## src/rtl/webp_mb_sequencer.sv

```systemverilog
// Macroblock sequencer: walks the mb_w x mb_h raster, reads one word set per MB,
// launches the decimation engine, carries boundary context and writes one result per MB.
//   state   | meaning
//   IDLE    | waiting for start
//   FETCH   | waiting for every input FIFO to be non-empty
//   READ    | one read strobe on all channels
//   LAUNCH  | engine start pulse
//   RUN     | waiting for engine completion
//   PUSH    | writing the result strobe, held off by out_full
//   ADVANCE | take the next context and step the raster position
//   FINISH  | frame-complete pulse
module webp_mb_sequencer #(
   parameter int N_IN      = 3,
   parameter int MB_W_BITS = 10,
   parameter int MB_H_BITS = 10,
   parameter int CTX_W     = 568
) (
   input  logic                         clk,
   input  logic                         rst,
   input  logic                         start,
   input  logic                         abort,
   input  logic [MB_W_BITS-1:0]         mb_w,
   input  logic [MB_H_BITS-1:0]         mb_h,
   input  logic [CTX_W-1:0]             ctx_init,
   input  logic [N_IN-1:0]              in_empty,
   output logic [N_IN-1:0]              in_rd,
   output logic                         eng_start,
   input  logic                         eng_done,
   input  logic [CTX_W-1:0]             ctx_next,
   input  logic                         out_full,
   output logic                         out_wr,
   output logic [CTX_W-1:0]             ctx,
   output logic [MB_W_BITS-1:0]         mb_x,
   output logic [MB_H_BITS-1:0]         mb_y,
   output logic [MB_W_BITS+MB_H_BITS-1:0] mb_cnt,
   output logic                         busy,
   output logic                         done,
   output logic                         err
);

   localparam int CNT_W = MB_W_BITS + MB_H_BITS;

   typedef enum logic [2:0] {
      S_IDLE, S_FETCH, S_READ, S_LAUNCH, S_RUN, S_PUSH, S_ADVANCE, S_FINISH
   } state_t;

   state_t                state, state_nxt;
   logic [MB_W_BITS-1:0]  w_q;
   logic [MB_H_BITS-1:0]  h_q;
   logic                  last_col, last_row, zero_dim;

   assign last_col = (mb_x == w_q - MB_W_BITS'(1));
   assign last_row = (mb_y == h_q - MB_H_BITS'(1));
   assign zero_dim = (mb_w == '0) || (mb_h == '0);

   always_ff @(posedge clk or posedge rst) begin
      if (rst) state <= S_IDLE;
      else     state <= state_nxt;
   end

   always_comb begin
      state_nxt = state;
      in_rd     = '0;
      eng_start = 1'b0;
      out_wr    = 1'b0;
      busy      = (state != S_IDLE);
      done      = (state == S_FINISH);
      case (state)
         S_IDLE:    if (start) state_nxt = zero_dim ? S_FINISH : S_FETCH;
         S_FETCH:   if (in_empty == '0) state_nxt = S_READ;
         S_READ: begin
            in_rd     = '1;
            state_nxt = S_LAUNCH;
         end
         S_LAUNCH: begin
            eng_start = 1'b1;
            state_nxt = S_RUN;
         end
         S_RUN:     if (eng_done) state_nxt = S_PUSH;
         S_PUSH: begin
            out_wr = !out_full;
            if (!out_full) state_nxt = (last_col && last_row) ? S_FINISH : S_ADVANCE;
         end
         S_ADVANCE: state_nxt = S_FETCH;
         S_FINISH:  state_nxt = S_IDLE;
         default:   state_nxt = S_IDLE;
      endcase
      // abort overrides every strobe and transition outside IDLE
      if (abort && state != S_IDLE) begin
         state_nxt = S_IDLE;
         in_rd     = '0;
         eng_start = 1'b0;
         out_wr    = 1'b0;
      end
   end

   always_ff @(posedge clk or posedge rst) begin
      if (rst) begin
         w_q    <= '0;
         h_q    <= '0;
         ctx    <= '0;
         mb_x   <= '0;
         mb_y   <= '0;
         mb_cnt <= '0;
         err    <= 1'b0;
      end else begin
         case (state)
            S_IDLE: if (start) begin
               w_q    <= mb_w;
               h_q    <= mb_h;
               ctx    <= ctx_init;
               mb_x   <= '0;
               mb_y   <= '0;
               mb_cnt <= '0;
               err    <= zero_dim;
            end
            S_PUSH: if (out_wr) mb_cnt <= mb_cnt + CNT_W'(1);
            S_ADVANCE: if (!abort) begin
               ctx <= ctx_next;
               if (last_col) begin
                  mb_x <= '0;
                  mb_y <= mb_y + MB_H_BITS'(1);
               end else begin
                  mb_x <= mb_x + MB_W_BITS'(1);
               end
            end
            default: ;
         endcase
         // a completion pulse outside RUN means the engine and sequencer disagree
         if (state != S_IDLE && state != S_RUN && eng_done) err <= 1'b1;
      end
   end

endmodule

```

## config.mk

```make
export PLATFORM = sky130hd
export DESIGN_NAME = webp_mb_sequencer
export DESIGN_NICKNAME = d
export VERILOG_FILES = /design/src/rtl/webp_mb_sequencer.sv
export SDC_FILE = /design/constraint.sdc
export NUM_CORES = 2
export LEC_CHECK = 0
export CAP_MARGIN = 40
export CORE_AREA = 2 2 694 696
export DETAILED_ROUTE_END_ITERATION = 10
export DIE_AREA = 0 0 696 698
export PLACE_DENSITY = 0.3
export SLEW_MARGIN = 5
export SYNTH_ARGS = -nofsm -noshare
export SYNTH_HDL_FRONTEND = slang
export SYNTH_SLANG_ARGS = --single-unit
```

## constraint.sdc

```tcl
create_clock -name clk -period 47.2 [get_ports clk]
set_clock_uncertainty 0.2 [all_clocks]
set_input_delay 14.16 -clock clk [delete_from_list [all_inputs] [get_ports clk]]
set_output_delay 14.16 -clock clk [all_outputs]
set_load 0.03 [all_outputs]
```

# After elaboration in Yosys (flattened, before gate mapping)
# Cells that the tools add are included.
[word_totals]
regBits = 632
in_bits = 1165
output_inout_bits = 616
word_cells = 82
[classes]
addsub = 5
n_eq_ne = 18
mux = 30
n_reduce_logical = 21
[op_table]
columns = ["cell", "count"]
rows = [
  ["$mux 568", 2],
  ["$pmux 568 s2", 1],
  ["$mux 10", 5],
  ["$mux 20", 2],
  ["$pmux 10 s2", 2],
  ["$pmux 20 s2", 1],
  ["$mux 3", 8],
  ["$pmux 3 s8", 1],
  ["$add 10x1->10 const B", 2],
  ["$add 20x1->20 const B", 1],
  ["$eq 10x10->1", 2],
  ["$logic_not 10->1", 2],
  ["$sub 10x1->10 const B", 2],
  ["$ne 3x3->1 const B", 5],
  ["$eq 3x3->1 const B", 4],
  ["$mux 1", 8],
  ["$ne 2x2->1 const B", 4],
  ["$reduce_and 4->1", 2],
  ["$reduce_bool 2->1", 4],
  ["$eq 3x2->1 const B", 2],
  ["$logic_not 3->1", 2],
  ["$reduce_and 3->1", 2],
  ["$logic_and 1x1->1", 4],
  ["$reduce_and 2->1", 2],
  ["4 further kinds", 4],
]

# Longest topological paths before layout
[depth]
ltp_word = 7
ltp_mapped = 10

# Worst setup path after synthesis
# OpenSTA, ideal clock, no wires.
[synth_path]
path_kind = "input to output"
from = "input abort"
to = "output in_rd[1]"
arrival_ns = 15.280
slack_ns = 17.560
stages = 2
n_path_buf = 1
path_cell_list = "nor3_1 > buf_4"
[synth_via]
elab_chain_cells = 2
[synth_rtl]
columns = ["item", "line_no", "text"]
rows = [
  ["start: declaration", "21", "input logic abort,"],
  ["$logic_and 1x1->1", "89", "if (abort && state != S_IDLE) begin"],
  ["$mux 3", "89", ""],
  ["end: declaration", "26", "output logic [N_IN-1:0] in_rd,"],
]
# Every way passes these cells.

# Worst setup path in the final report
[layout_path]
from = "input abort"
to = "output in_rd[2]"
# Same word-level chain as after synthesis.

==> results_dict.tcl <==
set metrics [dict create \
    cap_violations 0 \
    tightest_slew_ns 1.02 \
    place_ws_ns 16.59 \
    synth_area_per_cell_um2 8.21 \
    yosysSeqAreaShare 0.549 \
    tns_ns 0 \
    die_x_um 696 \
    ys.flop_type "dfrtp_1" \
    cts_setup_buffers 0 \
    ys_ff_latch 632 \
    status "finished clean" \
    nNetsFinal 6356 \
    vias 34936 \
    worstPathMaxFanout 7 \
    clockBufferDepth 4 \
    drive_gt1_frac 0.0439 \
    hold_class "reg2reg" \
    r2r_cells 9 \
    grt-ovfl-total 0 \
    async_flop_share 1.00 \
    placementRows 254 \
    finalWorstSetupSlack_ns 16.70 \
    peakVddDrop_uv 33.1 \
    grt_antenna_before_repair 394 \
    finalHoldViolations 0 \
    ys_warn_count 0 \
    rsz0062_at_grt "no" \
    power_density_nw_per_um2 60.5 \
    whs_path_depth 2 \
    syn_area_um2 28800 \
    relSlewSlack 0.322 \
    cts-resized-gates 0 \
    cts_hold_buf 0 \
    hpwl_mm 327 \
    first_pass_iters 5 \
    fmax_mhz 32.8 \
    slew_viol_final 0 \
    synth_cells 3511 \
    layout_commonest_cell "clkdlybuf4s50_1" \
    die-area_um2 486000 \
    initial_utilization 0.0603 \
    synth-edff-count 0 \
    worstSetupPathType "in2out" \
    place_inst 11483 \
    area_growth_pct 101 \
    fin_cells 11744 \
    die_y_um 698 \
    clk_pin_slew_worst_paths_ns 0.05 \
    yosys.cell_types.count 52 \
    insertion_delay_ns 0.85 \
    wl_mm 373 \
    avgRoutedWirePerCell_um 31.8 \
    layout_common_cells "clkdlybuf4s50_1 (1777), nand2_1 (1213), dfrtp_1 (632), nor2_1 (614), a31oi_1 (569)" \
    core_um2 478000 \
    min_period_ns 30.50 \
    ioPinCount 1781 \
    antenna_left 0 \
    grt_usage 0.148 \
    gp_congestion 0.919 \
    root_buffer "clkbuf_16" \
    final_core_util 0.121 \
    route.detailed.drc 0 \
    leakage_nw 21.1 \
    grt_pass1_vias 34851 \
    post_dp_cell_area_um2 54400 \
    htreeDepth 3 \
    synth_nets 4681 \
    dr.first_iter.drc_count 2435 \
    critPathLaunchType "input port" \
    setup_viol_count_final 0 \
    cts_sinks 632 \
    grt_max_degree 174 \
    min_period_over_period 0.646 \
    grt_pass1_wl_mm 453 \
    arrival_ns 16.14 \
    avgViaCountPerCell 2.97 \
    io_buffer_count 1780 \
    required_ns 32.84 \
    numCtsBuffers 101 \
    n_fill_cell 54979 \
    cts_tree "done" \
    cp-end-kind "primary output" \
    design_area_um2 57800 \
]
cells in the mapped netlist, types with 4 or more instances:
master / instances / share of area
ha_1: 5 / 0.0022
xnor2_1: 16 / 0.0049
xor2_1: 31 / 0.0094
nand2b_1: 8 / 0.0017
a31oi_1: 569 / 0.12
dfrtp_1: 632 / 0.55
inv_1: 11 / 0.0014
and2_1: 5 / 0.0011
nand3_1: 16 / 0.0028
nor2b_1: 4 / 0.00087
nor4_1: 5 / 0.0011
and3_1: 5 / 0.0011
clkbuf_1: 248 / 0.032
mux2i_1: 9 / 0.0031
o21ai_0: 13 / 0.0023
nand4_1: 14 / 0.0030
nor2_1: 617 / 0.080
nand2_1: 1213 / 0.16
a21oi_1: 8 / 0.0014
nor3b_1: 6 / 0.0016
buf_1: 15 / 0.0020
nor4b_1: 4 / 0.0012
nor3_1: 9 / 0.0016
routing by layer:
metal / track usage / share of wire / wire length [um]
met5: 0 / 0.0028 / 1040
met1: 0.162 / 0.37 / 139000
met4: 0.0359 / 0.030 / 11300
met2: 0.258 / 0.48 / 181000
met3: 0.0690 / 0.11 / 40400
sequential cells by signal (all words and copies together), names as in the netlist:
name	flops
err	1
h_q	10
mb_cnt	20
mb_x	10
state	3
w_q	10
mb_y	10
ctx	568
kinds of logic (layout without fill, tap and decap cells):
| logic type | count (synthesis) | in the layout | synth area share |
|---|---|---|---|
| AOI/OAI and AO/OA | 611 | 611 | 0.134 |
| other | 0 | 85 | 0 |
| and+or+nand+nor | 1927 | 1927 | 0.261 |
| adders and majority gates | 5 | 5 | 0.00217 |
| xor gates and xnor gates | 47 | 47 | 0.0143 |
| DFF | 632 | 632 | 0.549 |
| muxes | 9 | 9 | 0.00313 |
| buffers and inverters | 280 | 2028 | 0.0373 |
metrics by stage:
step	hold WS, ns	total power (W)
after global routing	0.364	0.00367
after CTS	0.305	0.00358
after global placement	0.297	0.00275
after floorplan	0.267	0.00174
final	0.304	0.00350
after detailed placement	0.284	0.00276
layout make-up:
| cell class | instances | area (um^2) | area share |
|---|---|---|---|
| diodes | 85 | 213 | 0.00368 |
| flip-flops and latches | 632 | 15800 | 0.274 |
| clock inverters | 28 | 308 | 0.00532 |
| clock buffers | 148 | 2940 | 0.0508 |
| well taps | 6400 | 8010 | 0.138 |
| inverters | 11 | 48.8 | 0.000844 |
| multi-input cells | 2599 | 12000 | 0.207 |
| repair buffers | 1841 | 18500 | 0.321 |
report_power, final:
| part | internal (W) | switching, W | leakage [nW] |
|---|---|---|---|
| Sequential | 0.000786 | 0.000188 | 7.09 |
| Combinational | 0.000643 | 0.00110 | 12.4 |
| Clock | 0.000455 | 0.000325 | 1.57 |
worst max-delay path, cell delays in order:
cell             delay (ns)
clkdlybuf4s50_1        0.68
nor3_1                 0.37
buf_2                  0.22
clkdlybuf4s50_1        0.69
path summary, 6_finish.rpt:
kind                                   endpoint  slack [ns]                  from
min in group asynchronous  ctx[484]$_DFFE_PP0P_       13.63                   rst
min                          h_q[9]$_DFFE_PP0P_        0.30    h_q[9]$_DFFE_PP0P_
min reg2reg                  h_q[9]$_DFFE_PP0P_        0.30    h_q[9]$_DFFE_PP0P_
max                                    in_rd[2]       16.70                 abort
max in group asynchronous   mb_y[4]$_DFFE_PP0P_       28.62                   rst
max reg2reg                ctx[422]$_DFFE_PP0P_       41.61  state[2]$_DFFE_PP0P_
No activity file was read; power rests on OpenSTA's default activity.
